File: config.mk
export PLATFORM = sky130hd
export DESIGN_NAME = gpr_file_sb
export DESIGN_NICKNAME = d
export VERILOG_FILES = /design/src/rtl/gpr_file_sb.sv
export SDC_FILE = /design/constraint.sdc
export NUM_CORES = 2
export LEC_CHECK = 0
export BUFFER_PORTS_ARGS = -buffer_cell sky130_fd_sc_hd__buf_2
export CAP_MARGIN = 10
export CORE_ASPECT_RATIO = 1.4
export CORE_MARGIN = 1.5
export CORE_UTILIZATION = 40
export DETAILED_ROUTE_END_ITERATION = 8
export PLACE_DENSITY = 0.58
export SLEW_MARGIN = 20
export SYNTH_ARGS = -nofsm -noshare
export SYNTH_HDL_FRONTEND = slang
export SYNTH_SLANG_ARGS = --single-unit
File: constraint.sdc
create_clock -name i_clk -period 4.02 [get_ports i_clk]
set_clock_uncertainty 0.05 [all_clocks]
set_input_delay 0.201 -clock i_clk [delete_from_list [all_inputs] [get_ports i_clk]]
set_output_delay 0.201 -clock i_clk [all_outputs]
set_load 0.05 [all_outputs]
File: src/rtl/gpr_file_sb.sv
// rtl/gpr_file_sb.sv - register file with bypassed reads and pending-write scoreboard
// Per-register counters let decode stall on operands with outstanding writes.
module gpr_file_sb #(
  parameter int DATA_W   = 32,
  parameter int NREG     = 32,
  parameter int NRD      = 2,
  parameter int PEND_MAX = 3,
  parameter int ZERO_R0  = 1,
  parameter int BYPASS   = 1,
  localparam int ADDR_W  = (NREG > 1) ? $clog2(NREG) : 1,
  localparam int CNT_W   = $clog2(PEND_MAX + 1)
) (
  input  logic                    i_clk,
  input  logic                    i_rst_n,
  input  logic                    i_wr_en,
  input  logic [ADDR_W-1:0]       i_wr_addr,
  input  logic [DATA_W-1:0]       i_wr_data,
  input  logic [31:0]             i_wr_pc,
  input  logic [NRD*ADDR_W-1:0]   i_rd_addr,
  output logic [NRD*DATA_W-1:0]   o_rd_data,
  output logic [NRD-1:0]          o_rd_busy,
  input  logic                    i_alloc_en,
  input  logic [ADDR_W-1:0]       i_alloc_addr,
  output logic                    o_alloc_ready,
  output logic                    o_trace_valid,
  output logic [ADDR_W-1:0]       o_trace_addr,
  output logic [DATA_W-1:0]       o_trace_data,
  output logic [31:0]             o_trace_pc,
  output logic                    o_sb_err
);

  localparam logic [CNT_W-1:0] CNT_MAX = CNT_W'(PEND_MAX);
  localparam logic [CNT_W-1:0] CNT_ONE = CNT_W'(1);

  logic [DATA_W-1:0] r_mem [NREG];
  logic [CNT_W-1:0]  r_cnt [NREG];
  logic              r_sb_err;
  logic              r_trace_valid;
  logic [ADDR_W-1:0] r_trace_addr;
  logic [DATA_W-1:0] r_trace_data;
  logic [31:0]       r_trace_pc;

  logic              w_wr_elig;
  logic              w_alloc_elig;
  logic [CNT_W-1:0]  w_wr_cnt;
  logic              w_dec;
  logic              w_inc;
  logic              w_underflow;
  logic              w_overflow;
  logic              w_same;

  assign w_wr_elig     = i_wr_en && !((ZERO_R0 != 0) && (i_wr_addr == '0));
  assign w_alloc_elig  = !((ZERO_R0 != 0) && (i_alloc_addr == '0));
  assign w_wr_cnt      = r_cnt[i_wr_addr];
  assign w_dec         = w_wr_elig && (w_wr_cnt != '0);
  assign w_underflow   = w_wr_elig && (w_wr_cnt == '0);
  // Conservative: a same-cycle write to alloc_addr is not credited here.
  assign o_alloc_ready = r_cnt[i_alloc_addr] < CNT_MAX;
  assign w_inc         = i_alloc_en && o_alloc_ready && w_alloc_elig;
  assign w_overflow    = i_alloc_en && !o_alloc_ready;
  assign w_same        = w_inc && w_dec && (i_alloc_addr == i_wr_addr);

  for (genvar k = 0; k < NRD; k++) begin : g_rd
    logic [ADDR_W-1:0] w_a;
    logic              w_zero;
    logic              w_byp;
    logic              w_sub;
    assign w_a    = i_rd_addr[k*ADDR_W +: ADDR_W];
    assign w_zero = (ZERO_R0 != 0) && (w_a == '0);
    assign w_byp  = (BYPASS != 0) && i_wr_en && (w_a == i_wr_addr);
    assign w_sub  = w_dec && (i_wr_addr == w_a);
    assign o_rd_data[k*DATA_W +: DATA_W] = w_zero ? '0 : (w_byp ? i_wr_data : r_mem[w_a]);
    assign o_rd_busy[k] = (r_cnt[w_a] - (w_sub ? CNT_ONE : '0)) != '0;
  end

  always_ff @(posedge i_clk or negedge i_rst_n) begin
    if (!i_rst_n) begin
      for (int i = 0; i < NREG; i++) begin
        r_mem[i] <= '0;
        r_cnt[i] <= '0;
      end
      r_sb_err      <= 1'b0;
      r_trace_valid <= 1'b0;
      r_trace_addr  <= '0;
      r_trace_data  <= '0;
      r_trace_pc    <= '0;
    end else begin
      if (w_wr_elig) r_mem[i_wr_addr] <= i_wr_data;
      if (!w_same) begin
        if (w_inc) r_cnt[i_alloc_addr] <= r_cnt[i_alloc_addr] + CNT_ONE;
        if (w_dec) r_cnt[i_wr_addr] <= w_wr_cnt - CNT_ONE;
      end
      if (w_overflow || w_underflow) r_sb_err <= 1'b1;
      r_trace_valid <= w_wr_elig;
      if (w_wr_elig) begin
        r_trace_addr <= i_wr_addr;
        r_trace_data <= i_wr_data;
        r_trace_pc   <= i_wr_pc;
      end
    end
  end

  assign o_sb_err      = r_sb_err;
  assign o_trace_valid = r_trace_valid;
  assign o_trace_addr  = r_trace_addr;
  assign o_trace_data  = r_trace_data;
  assign o_trace_pc    = r_trace_pc;

endmodule

Word-level counts from Yosys, hierarchy flattened --
Cells that the tools add are included.
Storage, ports and cells: input bits 88, output and inout port bits 138, register bits after elaboration 1159
Operators by class: magnitude comparators 7, bitwise operators 4, muxes and demuxes 36, reduce and logical (&&, ||, !) cells 26, add/subtract/negate cells 4, equality and inequality tests 5
Operator list (number):
- bitwise mux 1024 bit | 1
- binary-select mux 32 bit (select 5 bit) | 2
- 2-to-1 mux 32 bit | 9
- 2-to-1 mux 64 bit | 3
- demux 32 bit (select 5 bit) | 1
- bitwise mux 64 bit | 2
- binary-select mux 2 bit (select 5 bit) | 4
- equality test 5 bit | 5
- >= comparator 6 bit, second input constant | 4
- inverter 5 -> 6 bit | 4
- demux 2 bit (select 5 bit) | 2
- zero test 5 bit | 4
- 2-to-1 mux 2 bit | 10
- logical AND 1 bit | 14
- less-than comparator 6 x 1 -> 1 bit, second input constant | 2
- nonzero test 2 bit | 3
- subtractor 2 x 1 -> 2 bit | 2
- zero test 1 bit | 3
- adder 2 x 1 -> 2 bit, second input constant | 1
- zero test 2 bit | 1
- less-than comparator 2 bit, second input constant | 1
- 2-to-1 mux 1 bit | 2
- subtractor 2 x 1 -> 2 bit, second input constant | 1
- logical OR 1 bit | 1

Depth between registers and ports, before layout --
depth after elaboration 12, gate-level depth with buffers 16

Worst setup path before layout --
No wires, ideal clock.
path kind input -> output, start in i_wr_addr[0], end out o_rd_busy[1], cell stages on the path 12, required time 3769 ps, data arrival time 3562 ps, setup slack 207 ps, cells stage by stage buf_2 > buf_2 > buf_2 > mux4_2 > mux4_2 > mux2i_1 > ha_1 > clkbuf_1 > nor4_1 > xnor2_1 > nor2_1 > a21oi_1
Between the ends: word-level cells in the longest chain between the ends 10
Ends and longest elaborated chain:
- start: declaration | line 16 | input logic [ADDR_W-1:0] i_wr_addr,
- inverter 5 -> 6 bit (implied by the code) | line 54 | assign w_wr_cnt = r_cnt[i_wr_addr];
- binary-select mux 2 bit (select 5 bit) | line 54
- 2-to-1 mux 2 bit (implied by the code) (2 in a row) | line 54
- nonzero test 2 bit | line 55 | assign w_dec = w_wr_elig && (w_wr_cnt != '0);
- logical AND 1 bit | line 55
- logical AND 1 bit * | line 71 | assign w_sub = w_dec && (i_wr_addr == w_a);
- 2-to-1 mux 1 bit * | line 73 | assign o_rd_busy[k] = (r_cnt[w_a] - (w_sub ? CNT_ONE : '0)) != '0;
- subtractor 2 x 1 -> 2 bit * | line 73
- nonzero test 2 bit * | line 73
- end: declaration | line 21 | output logic [NRD-1:0] o_rd_busy,
Mark *: on every way between the ends. The rest lies on a longest branch, timed or not. The select of a mux whose other input is x is not followed.

Worst setup path in the final report --
start reg r_cnt[55] in the netlist's numbering, end out o_rd_busy[1]
Between the ends: word-level cells in the longest chain between the ends 9
Ends and longest elaborated chain:
- start: declaration | line 36 | logic [CNT_W-1:0] r_cnt [NREG];
- start signal: indexed assignment | line 90 | if (w_inc) r_cnt[i_alloc_addr] <= r_cnt[i_alloc_addr] + CNT_ONE;
- start signal: indexed assignment | line 91 | if (w_dec) r_cnt[i_wr_addr] <= w_wr_cnt - CNT_ONE;
- binary-select mux 2 bit (select 5 bit) | line 54
- 2-to-1 mux 2 bit (implied by the code) (2 in a row) | line 54
- nonzero test 2 bit | line 55
- logical AND 1 bit | line 55
- logical AND 1 bit | line 71
- 2-to-1 mux 1 bit | line 73
- subtractor 2 x 1 -> 2 bit * | line 73
- nonzero test 2 bit * | line 73
Marks and branches as above.

==> flow_summary.ini <==
[synth]
syn-instance-count = 4556
syn-num-nets = 4646
synth_top_flop_cell = dfrtp_1
synthDistinctLibCells = 70
netlist.area_leader.share_pct = 45.7
synth_seq_cells = 1159
synth_edf_count = 0
syn_area_per_cell_um2 = 13.9
ys_warn_count = 0
syn_area_um2 = 63400
synthArstFlopShare_pct = 100
yosysTopAreaCell = dfrtp_1
yosysSeqAreaShare_pct = 45.7
synth_area_leaders = dfrtp_1 46%, mux4_2 21%, mux2_2 17%

[grt]
top_usage_layer = met2
globalRoute.totalOverflow = 0
antenna_found_initial = 12
grt_max_degree = 119
grt_use_total_pct = 27.3
grt_pass1_wl_um = 321000
grt_util_met2_pct = 44.8
use_met3_pct = 4.15
grt_pass1_vias = 44800
grt.met1_usage_pct = 35.7

[sta]
hold_violations = 0
rsz0062_at_grt = no
fmax_mhz = 255
setup_viol = 0
fin_crit_sh_pct = 97.7
tns_ns = 0
period_needed_ns = 3.93
relSlewSlack_pct = 21.1
drv_slew = 0
worst_slew_pin_slew_ns = 1.18

[hold_path]
hold_path_class = in2reg

[power_and_ir_drop]
leakage_uw = 0.0318
power.density_nw_per_um2 = 518
seqPwrFrac_pct = 42.5
p_int_uw = 26000
ir_drop_v = 0.000394
p_sw_uw = 11700
clkPwrFrac_pct = 31.4
p_comb_share_pct = 26.1
total_power_uw = 37600
switching_share_pct = 31.0

[routing]
vias = 43600
drc_errors = 0
viasPerCell = 6.34
antenna_left = 0
drt-total-wl_um = 220000
wl_per_cell_um = 32.0
drtPass1Iterations = 6
drt_iter0_drc = 4028

[worst_setup_path]
worstSetupPathType = reg2out
cp_data_arrival_time_ns = 3.68
cp-end-kind = output port
max_stage_delay_ns = 0.54
worstPathMaxFanout = 3
path_cells = mux4_2 -> mux4_2 -> mux2i_1 -> ha_2 -> nor4_4 -> xnor2_1 -> nor3_1 -> a21oi_2 -> buf_4
cp_slowest_cell = mux4_2
crit_top_cell = mux4_2
critPathBufInv = 1
critPathLaunchType = flop
cp_data_required_time_ns = 3.77
path_delay_family = multiplexers

[placement]
numPortBuffers = 225
hpwlAfterDp_um = 134000
place_congestion = 1.01

[finish]
fin_nets = 4786
drive_above_1_share_pct = 47.2
fillCellCount = 14000
area_growth_pct = 14.7
layout_commonest_cell = dfrtp_1
final_cell_mix = 1,159 x dfrtp_1, 962 x mux2_2, 581 x mux4_2

[clock_network]
cts-root-buf = clkbuf_16
clk_pin_slew_ns = 0.07
h-tree-depth = 3
cts_inserted_buffers = 121
cts_max_path_buffers = 3
cts_sinks = 1159
clk_latency_ns = 0.76
tritoncts = yes

[floorplanning]
initial_core_util_pct = 40.4
rows = 172
core_area_um2 = 157000
dieWidth_um = 339
io-pin-count = 226
die_area_um2 = 161000
die_h_um = 474

[run]
drv_cap = 0

[status]
outcome = finished, final reports clean
[worst paths after layout]
path / startpoint / to / slack [ns] / cells past startpoint
hold / removal: i_wr_pc[18] / o_trace_pc[18]$_DFFE_PN0P_ / 0.12 / 4
setup / recovery: r_cnt[55]$_DFFE_PN0N_ / o_rd_busy[1] / 0.09 / 9
setup reg to reg: r_cnt[55]$_DFFE_PN0N_ / r_cnt[6]$_DFFE_PN0N_ / 0.28 / 11
max in group asynchronous: i_rst_n / r_mem[969]$_DFFE_PN0P_ / 2.05 / 4
hold reg to reg: r_mem[1008]$_DFFE_PN0P_ / r_mem[1008]$_DFFE_PN0P_ / 0.34 / 0
min in group asynchronous: i_rst_n / r_cnt[63]$_DFFE_PN0N_ / 0.43 / 3
[power by group through the flow]
| stage | Combinational, µW | Clock [µW] | Sequential [µW] |
|---|---|---|---|
| final | 9840 | 11800 | 16000 |
| after global routing | 10400 | 12500 | 16200 |
| after CTS | 9820 | 12000 | 15900 |
| after detailed placement | 9720 | 0 | 16100 |
| after global placement | 9610 | 0 | 16000 |
| after floorplan | 6720 | 0 | 15600 |
[logic make-up after synthesis]
| group | synth area share [%] |
|---|---|
| AOI/OAI and AO/OA | 4.99 |
| xor gates and xnor gates | 0.262 |
| adders and majority gates | 0.0395 |
| buffers and inverters | 3.55 |
| DFF | 45.7 |
| muxes | 40.6 |
| and+or+nand+nor | 4.85 |
[sequential cells by signal, summed over array words and instances, names as in the netlist]
register       flops
o_trace_data      32
o_trace_pc        32
o_trace_addr       5
o_trace_valid      1
r_cnt             64
r_mem           1024
o_sb_err           1
[through the flow]
| stage | cells | util, % | setup WS, ns | hold WS, ns | instance area (µm²) |
|---|---|---|---|---|---|
| after CTS | 6878 | 46.2 | 0.0157 | 0.0584 | 72600 |
| final | 6883 | 46.3 | 0.0931 | 0.121 | 72700 |
| after global placement | 6588 | 43.1 | 0.0561 | 0.232 | 67800 |
| after detailed placement | 6588 | 43.1 | 0.127 | 0.240 | 67800 |
| after floorplan | 4556 | - | 0.207 | -0.145 | 63400 |
| after global routing | 6882 | 46.3 | 0.0494 | 0.136 | 72700 |
[tightest hold or removal path, cell delays in order]
cell and delay [ns]:
dlygate4sd3_1 0.52, buf_2 0.09, nand2_1 0.04, nand2_1 0.05
[synth_stat cells (all sizes together) (3+ instances only)]
cell type	n
dfrtp	1159
mux2	962
mux4	581
nand2	439
clkbuf	315
buf	184
mux2i	179
nor2	86
o21ai	66
a21oi	62
a221oi	61
a211oi	45
a22oi	45
a221o	44
nor3	37
and3	27
o22ai	26
inv	25
nor2b	23
a22o	18
nor4	15
o21a	15
xnor2	14
nand2b	11
nand3	11
nor3b	10
o2bb2ai	10
o32ai	9
and2	8
a31oi	6
nand4	5
or3	5
xor2	5
o211ai	4
o31ai	4
or2	4
nand3b	3
nor4b	3
or3b	3
or4	3
[per-layer routing]
layer  share of wire (%)  vias up
met5               0.014        -
met4                 4.8        4
met3                 6.6      501
met2                  48     1853
met1                  40    23600
li1                    -    17700
[area by class of cell]
class	count	area (µm²)	share of cell area, %
Tap cell	2088	2610	3.59
Timing Repair Buffer	516	4390	6.04
Clock buffer	174	3530	4.85
Inverter	27	105	0.145
Antenna cell	2	5.00	0.00689
Sequential cell	1159	29000	39.9
Clock inverter	46	582	0.800
Multi-Input combinational cell	2871	32500	44.7
[what timing repair did]
action	in CTS	in global routing
gates resized for setup	4	7
buffers inserted	0	2
pin swaps	0	1
endpoints found under the setup margin	2	2
hold buffers	70	1
hold endpoints to repair	218	1
Power figures use the tool's default switching activity.
